## config.mk

```make
export PLATFORM = sky130hd
export DESIGN_NAME = march_multi_engine
export DESIGN_NICKNAME = d
export VERILOG_FILES = /design/src/rtl/march_multi_engine.sv
export SDC_FILE = /design/constraint.sdc
export NUM_CORES = 1
export LEC_CHECK = 0
export BUFFER_PORTS_ARGS = -buffer_cell sky130_fd_sc_hd__clkbuf_2
export CORE_MARGIN = 1.5
export CORE_UTILIZATION = 52
export CTS_CLUSTER_DIAMETER = 120
export DETAILED_ROUTE_END_ITERATION = 10
export PLACE_DENSITY = 0.93
export SYNTH_ARGS = -nofsm -noshare
export SYNTH_HDL_FRONTEND = slang
export SYNTH_SLANG_ARGS = --single-unit
```

## constraint.sdc

```tcl
create_clock -name clk -period 10.4 [get_ports clk]
set_input_delay 2.08 -clock clk [delete_from_list [all_inputs] [get_ports clk]]
set_output_delay 2.08 -clock clk [all_outputs]
set_load 0.01 [all_outputs]
```

## src/rtl/march_multi_engine.sv

```systemverilog
// MATS+ / March X / March C- memory BIST engine; MARCH_FAIL_LOG_EN adds first-fail address/syndrome capture.
// Latency: one memory op per cycle in RUN; each read is compared the cycle after issue, and one drain cycle follows the last op.
// Backpressure: none; the memory must accept an op every cycle, and a mismatch past the allowance stops issue that same cycle.
module march_multi_engine #(
    parameter int ADDR_WIDTH = 16,
    parameter int DATA_WIDTH = 64
) (
    input  logic                  clk,
    input  logic                  rst_n,
    input  logic                  start,
    input  logic [1:0]            alg_sel,
    input  logic [ADDR_WIDTH-1:0] addr_max,
    input  logic [ADDR_WIDTH-1:0] allowable_faulty,
    input  logic                  error_exceed_ignore,
    input  logic [DATA_WIDTH-1:0] rdata,
    output logic                  mem_en,
    output logic                  write_read,
    output logic [ADDR_WIDTH-1:0] address,
    output logic [DATA_WIDTH-1:0] wdata,
    output logic                  busy,
    output logic                  error,
    output logic [ADDR_WIDTH-1:0] fail_count,
    output logic                  force_terminate,
    output logic                  complete,
    output logic [ADDR_WIDTH-1:0] first_fail_addr,
    output logic [DATA_WIDTH-1:0] first_fail_syndrome
);
    typedef enum logic [1:0] {S_IDLE = 2'd0, S_RUN = 2'd1, S_DRAIN = 2'd2, S_DONE = 2'd3} state_t;

    // rd: first op is a read of val; two: read is followed by a write of ~val.
    typedef struct packed {
        logic down;
        logic two;
        logic rd;
        logic val;
        logic last;
    } elem_t;

    function automatic elem_t elem_info(input logic [1:0] alg, input logic [2:0] idx);
        elem_t e;
        e = '{down: 1'b0, two: 1'b0, rd: 1'b1, val: 1'b0, last: 1'b0};
        if (alg == 2'd0 || alg == 2'd1) begin
            case (idx)
                3'd0: e.rd = 1'b0;
                3'd1: e.two = 1'b1;
                3'd2: begin e.two = 1'b1; e.val = 1'b1; e.down = 1'b1; e.last = (alg == 2'd0); end
                default: e.last = 1'b1;
            endcase
        end else begin
            case (idx)
                3'd0: e.rd = 1'b0;
                3'd1: e.two = 1'b1;
                3'd2: begin e.two = 1'b1; e.val = 1'b1; end
                3'd3: begin e.two = 1'b1; e.down = 1'b1; end
                3'd4: begin e.two = 1'b1; e.val = 1'b1; e.down = 1'b1; end
                default: e.last = 1'b1;
            endcase
        end
        return e;
    endfunction

    state_t                state_q, state_d;
    logic [1:0]            alg_q, alg_d;
    logic [ADDR_WIDTH-1:0] amax_q, amax_d;
    logic [2:0]            elem_q, elem_d;
    logic [ADDR_WIDTH-1:0] addr_q, addr_d;
    logic                  op_q, op_d;
    logic                  rd_pend_q, rd_pend_d;
    logic                  rd_exp_q, rd_exp_d;
    logic [ADDR_WIDTH-1:0] fail_count_q, fail_count_d;
    logic                  force_q, force_d;

    elem_t                 cur_e, nxt_e;
    logic                  cur_wr, cur_val, elem_done, at_end, seq_done;
    logic                  mismatch, kill, issue;
    logic [ADDR_WIDTH-1:0] cnt_inc;

    always_comb begin
        cur_e     = elem_info(alg_q, elem_q);
        nxt_e     = elem_info(alg_q, elem_q + 3'd1);
        cur_wr    = ~cur_e.rd | op_q;
        cur_val   = op_q ? ~cur_e.val : cur_e.val;
        elem_done = ~cur_e.two | op_q;
        at_end    = cur_e.down ? (addr_q == '0) : (addr_q == amax_q);
        seq_done  = elem_done & at_end & cur_e.last;
        mismatch  = rd_pend_q & (rdata != {DATA_WIDTH{rd_exp_q}});
        cnt_inc   = (&fail_count_q) ? fail_count_q : fail_count_q + ADDR_WIDTH'(1);
        kill      = mismatch & ~error_exceed_ignore & (cnt_inc > allowable_faulty);
    end

    always_ff @(posedge clk) begin
        if (!rst_n) begin
            state_q      <= S_IDLE;
            alg_q        <= '0;
            amax_q       <= '0;
            elem_q       <= '0;
            addr_q       <= '0;
            op_q         <= 1'b0;
            rd_pend_q    <= 1'b0;
            rd_exp_q     <= 1'b0;
            fail_count_q <= '0;
            force_q      <= 1'b0;
        end else begin
            state_q      <= state_d;
            alg_q        <= alg_d;
            amax_q       <= amax_d;
            elem_q       <= elem_d;
            addr_q       <= addr_d;
            op_q         <= op_d;
            rd_pend_q    <= rd_pend_d;
            rd_exp_q     <= rd_exp_d;
            fail_count_q <= fail_count_d;
            force_q      <= force_d;
        end
    end

    always_comb begin
        state_d = state_q;
        case (state_q)
            S_IDLE:  if (start) state_d = S_RUN;
            S_RUN: begin
                if (kill)          state_d = S_DONE;
                else if (seq_done) state_d = S_DRAIN;
            end
            S_DRAIN: state_d = S_DONE;
            default: state_d = S_IDLE;
        endcase
    end

    always_comb begin
        alg_d        = alg_q;
        amax_d       = amax_q;
        elem_d       = elem_q;
        addr_d       = addr_q;
        op_d         = op_q;
        rd_pend_d    = 1'b0;
        rd_exp_d     = rd_exp_q;
        fail_count_d = mismatch ? cnt_inc : fail_count_q;
        force_d      = force_q | kill;
        if (state_q == S_IDLE && start) begin
            alg_d        = alg_sel;
            amax_d       = addr_max;
            elem_d       = '0;
            addr_d       = '0;
            op_d         = 1'b0;
            fail_count_d = '0;
            force_d      = 1'b0;
        end else if (state_q == S_RUN && !kill) begin
            rd_pend_d = ~cur_wr;
            rd_exp_d  = cur_val;
            if (!elem_done) begin
                op_d = 1'b1;
            end else begin
                op_d = 1'b0;
                if (!at_end) begin
                    addr_d = cur_e.down ? addr_q - ADDR_WIDTH'(1) : addr_q + ADDR_WIDTH'(1);
                end else if (!cur_e.last) begin
                    elem_d = elem_q + 3'd1;
                    addr_d = nxt_e.down ? amax_q : '0;
                end
            end
        end
    end

    always_comb begin
        issue           = (state_q == S_RUN) & ~kill;
        mem_en          = issue;
        write_read      = issue & cur_wr;
        address         = issue ? addr_q : '0;
        wdata           = issue ? {DATA_WIDTH{cur_val}} : '0;
        busy            = (state_q == S_RUN) | (state_q == S_DRAIN);
        complete        = (state_q == S_DONE);
        error           = mismatch;
        fail_count      = fail_count_q;
        force_terminate = force_q;
    end

`ifdef MARCH_FAIL_LOG_EN
    logic [ADDR_WIDTH-1:0] rd_addr_q, rd_addr_d, ffa_q, ffa_d;
    logic [DATA_WIDTH-1:0] ffs_q, ffs_d;

    // fail_count still zero means this mismatch is the first of the run.
    always_comb begin
        rd_addr_d = addr_q;
        ffa_d     = ffa_q;
        ffs_d     = ffs_q;
        if (state_q == S_IDLE && start) begin
            ffa_d = '0;
            ffs_d = '0;
        end else if (mismatch && fail_count_q == '0) begin
            ffa_d = rd_addr_q;
            ffs_d = rdata ^ {DATA_WIDTH{rd_exp_q}};
        end
    end

    always_ff @(posedge clk) begin
        if (!rst_n) begin
            rd_addr_q <= '0;
            ffa_q     <= '0;
            ffs_q     <= '0;
        end else begin
            rd_addr_q <= rd_addr_d;
            ffa_q     <= ffa_d;
            ffs_q     <= ffs_d;
        end
    end

    assign first_fail_addr     = ffa_q;
    assign first_fail_syndrome = ffs_q;
`else
    assign first_fail_addr     = '0;
    assign first_fail_syndrome = '0;
`endif

endmodule

```

---- Word-level counts from Yosys, hierarchy flattened ----
Index checks and enable logic that the tools add are counted.
storage, ports and cells
  bits in latches ......................... 0
  bits of input ports ..................... 102
  bits in registers ....................... 59
  memories ................................ 0
  ROM bits ................................ 0
  logic and storage cells ................. 113
  bits in writable memories ............... 0
cells by class
  multiplexer cells ....................... 32
  shifts and indexed selects .............. 0
  bitwise operators ....................... 21
  multipliers ............................. 0
  divide/modulo/power cells ............... 0
  order comparisons ....................... 1
  reduce and logical (&&, ||, !) cells .... 28
  add/sub/neg operators ................... 4
  equality and inequality tests ........... 17
operators by type and width
  operator                                                                count
  16-bit 2-to-1 mux                                                       6
  64-bit 2-to-1 mux                                                       1
  64-bit != test                                                          1
  16-bit by 1-bit adder with 16-bit output (second input constant)        2
  2-bit OR reduction                                                      9
  1-bit 2-to-1 mux                                                        17
  16-bit equality test                                                    1
  16-bit > comparator                                                     1
  16-bit zero test                                                        1
  16-bit AND reduction                                                    1
  16-bit by 1-bit subtractor with 16-bit output (second input constant)   1
  3-bit by 2-bit equality test with 1-bit output (second input constant)  4
  5-bit 2-to-1 mux                                                        2
  1-bit inverter                                                          10
  5-bit OR reduction                                                      2
  4-bit OR reduction                                                      2
  1-bit bitwise AND                                                       7
  3-bit by 1-bit equality test with 1-bit output (second input constant)  2
  3-bit equality test (second input constant)                             2
  3-bit zero test                                                         2
  2-bit 2-to-1 mux                                                        3
  2-bit case mux with 3 select lines                                      1
  2-bit by 1-bit equality test with 1-bit output (second input constant)  2
  2-bit equality test (second input constant)                             2
  other kinds (13)                                                        21

---- Depth between registers and ports, before layout ----
  depth after elaboration ................. 11
  depth in mapped cells ................... 16
  mapped depth without buffers ............ 14

---- Worst setup path after synthesis ----
OpenSTA, ideal clock, no wires.
  kind .................................... input-to-output
  from .................................... in rdata[10]
  to ...................................... out wdata[10]
  arrival time ............................ 5.322 ns
  cell stages on the path ................. 9
  setup slack ............................. 2.998 ns
  path buffers ............................ 2
  cells stage by stage .................... or4_1 -> nor4_1 -> o22ai_1 -> o41ai_2 -> inv_2 -> a21boi_1 -> buf_2 -> and2_1 -> buf_4
between the ends
  word-level cells in the longest chain between the ends .. 7
ends and longest elaborated chain
  what                            line  source
  start: declaration              15    input logic [DATA_WIDTH-1:0] rdata,
  64-bit != test                  86    mismatch = rd_pend_q & (rdata != {DATA_WIDTH{rd_exp_q}});
  1-bit bitwise AND               86
  1-bit bitwise AND (2 in a row)  88    kill = mismatch & ~error_exceed_ignore & (cnt_inc > allowable_faulty);
  1-bit inverter                  166   issue = (state_q == S_RUN) & ~kill;
  1-bit bitwise AND               166
  net mem_en                      16    output logic mem_en,
  64-bit 2-to-1 mux               170   wdata = issue ? {DATA_WIDTH{cur_val}} : '0;
  end: declaration                19    output logic [DATA_WIDTH-1:0] wdata,
The timed path passes the listed nets, and every way through them passes these cells.

---- Final worst setup path ----
  from .................................... in rdata[58]
  to ...................................... out wdata[48]
between the ends
  word-level cells in the longest chain between the ends .. 7
ends and longest elaborated chain
  what                            line
  64-bit != test                  86
  1-bit bitwise AND               86
  1-bit bitwise AND (2 in a row)  88
  1-bit inverter                  166
  1-bit bitwise AND               166
  64-bit 2-to-1 mux               170
Every way passes these cells.

==> metrics.txt <==
Clk pin slew, worst setup/hold paths roughly 0.060 ns; CTS tree yes; die height 110 µm; Synth Cell Area around 0.0059 mm²; GP Congestion roughly 0.95; vias in the first global route approximately 4900; Clock Latency Late Sink 0.33 ns; Fin Setup TNS 0 ns; Power Density ~150 mW/mm²; max-slew violations 0; Nets 1061; worst setup margin 2.76 ns; Slowest Stage Delay on Critical Path 0.87 ns; Hold Buf Count CTS 0; pre-CTS setup slack 2.76 ns; Crit path max-delay family simple AND/OR/NAND/NOR gates; Tot Pwr about 1000 µW; predominant post-synthesis flop cell dfxtp_1; Critical Path Fanout Max 64; # DRC 0; element type at the critical path start primary input; status completed; CTS Sinks 59; WP data required 8.32 ns; Total GRT Usage approximately 25%; fin area 0.00660 mm²; Fmax ~130 MHz; DR vias/cell about 5.3; Max Cap Viol 0; Synth Register Bits 59; Core Area 0.0110 mm²; clock skew 0.00773 ns; largest net degree at the start of global routing 65; cells after synthesis 789; WL per Instance 14.6 µm; hold crit path type reg2reg; CP Cell Sequence clkbuf_2 > or4_1 > nor4_1 > o22ai_1 > o41ai_2 > buf_4 > inv_2 > a21boi_1 > buf_4 > and2_2 > clkbuf_2; routed via count 5625; initial antenna violation count 0; port buffer count a little over 200; hold path cells 2; maximum clock insertion buffer count 2; CTS Buf Count 9; first-pass GRT wire length 23400 µm; Die ar. 0.0121 mm²; RSZ-0062 raised after global routing false; WP depth 11; top-area cell type share of the netlist area between 15 and 20%; initial core utilization 54.2%; Worst Path Buf+Inv 5; CP endpoint kind primary output; drt pass-1 iters 7; Crit Path Category in2out; Post-CTS Resized 0; detailed placement HPWL 12100 µm; R2R depth 14; Worst slew margin 25.1%; # Post-CTS Setup Buffers 0; commonest non-fill, non-tap cell in the layout clkbuf_2; yosys warns 0; post-route ant nets 0; grt total ovfl 0; slew of the pin with the lowest slew margin ~1.1 ns; Post-synth EDFFs 0; Tcrit/Tclk final 73.4%; Peak VDD IR around 0.13 mV; DRT iter0 DRCs ~290; final hold vios 0; share of layout cells above drive strength 1 25.6%; H-tree Lvls 3; die width 110 µm; Yosys cell types 60; Synth-to-Final Area Change 10.9%; CTS root buf clkbuf_16; placed cell areas 0.00628 mm²; Slowest cell on crit path and2_2; Yosys top cell by area dfxtp_1; Post-synth ARST share 0%; # diodes 0; Worst Path Arrival 5.56 ns; Final setup viols 0; I/O Pins 284; register area share after synthesis 19.9%; final WL approximately 16000 µm; leakage power 0.00334 µW; Final Critical Period 7.64 ns; # rows 38; commonest cells after routing, fill and taps aside clkbuf_2 (203), nand2_1 (80), conb_1 (80), dfxtp_1 (59), a21oi_1 (58); syn_area_per_cell 7.54 µm²; top cells by area, synth dfxtp_1 (20%), buf_4 (18%), ha_1 (8.8%), nand2_1 (5.0%), a21oi_1 (4.9%)
report_power, final:
| group | switching, µW | total [µW] | internal (µW) |
|---|---|---|---|
| clock | 116 | 309 | 194 |
| combinational | 242 | 388 | 146 |
| sequential | 54.3 | 317 | 262 |
| total | 412 | 1010 | 602 |
worst register-to-register path: stages (launching register included):
cell,delay (ns)
dfxtp_1,0.37
ha_1,0.28
and3_1,0.25
nand4_1,0.33
nor3b_1,0.60
nand3_1,0.17
xnor2_1,0.16
ha_1,0.30
nand4_1,0.11
nor4_1,0.51
a21oi_1,0.14
o31a_1,0.21
a21oi_4,0.64
mux2_2,0.41
nand2_1,0.06
state kept, by name, summed over array words and instances (netlist names):
| register | flops |
|---|---|
| rd_pend_q | 1 |
| rd_exp_q | 1 |
| op_q | 1 |
| amax_q | 16 |
| force_terminate | 1 |
| fail_count | 16 |
| elem_q | 3 |
| addr_q | 16 |
| state_q | 2 |
| alg_q | 2 |
synthesized netlist by cell type (4+ instances only):
cell	count
and4_1	6
nand2_1	80
and3_1	8
nor4_1	14
a21o_1	7
or3_1	12
dfxtp_1	59
o21a_1	6
inv_1	24
a211oi_1	5
o22ai_1	5
nand2b_1	5
nor2_1	46
a21oi_1	58
nand4_1	22
o211ai_1	11
o21ai_0	17
buf_2	4
nor2b_1	4
xnor2_1	17
ha_1	42
o211a_1	7
buf_4	144
nor3_1	22
clkbuf_1	20
mux2_2	4
xor2_1	27
mux2i_1	9
nand3_1	31
or4_1	13
and2_1	20
per-stage QoR:
| stage | util [%] | hold WS [ns] | cells |
|---|---|---|---|
| 4_1_cts | 60.0 | 0.476 | 1061 |
| 3_3_place_gp | 57.2 | 0.459 | 1045 |
| 6_report | 60.0 | 0.470 | 1061 |
| 2_1_floorplan | - | 0.431 | 868 |
| 3_5_place_dp | 57.2 | 0.465 | 1045 |
| 5_1_grt | 60.0 | 0.482 | 1061 |
path summary, 6_finish.rpt:
path | slack, ns | start | end
max | 2.76 | rdata[58] | wdata[48]
min | 0.47 | alg_q[0] | alg_q[0]
max reg2reg | 5.80 | fail_count[0] | addr_q[15]
min reg2reg | 0.47 | alg_q[0] | alg_q[0]
cell type report:
type | count | area [µm²]
Timing Repair Buffer | 208 | 1050
Tap cell | 140 | 175
Multi-Input combinational cell | 613 | 3780
Inverter | 25 | 93.8
Clock inverter | 6 | 72.6
Sequential cell | 59 | 1180
Fill cell | 999 | 4390
Clock buffer | 10 | 239
metal layers:
metal	up-vias	GRT usage, %	routed length [µm]
met5	-	0	0
met4	0	7.42	300
met3	28	5.16	1240
met2	239	41.9	7390
met1	2537	32.1	6590
li1	2821	-	-
logic make-up after synthesis:
logic type | share of synthesized area, %
xor+xnor | 6.48
other cells | 0.0630
compound gates | 16.0
flops | 19.9
fa+ha+maj | 9.17
simple gates | 24.5
mux | 2.27
buf+inv | 21.7
(Power assumes the default switching activity.)
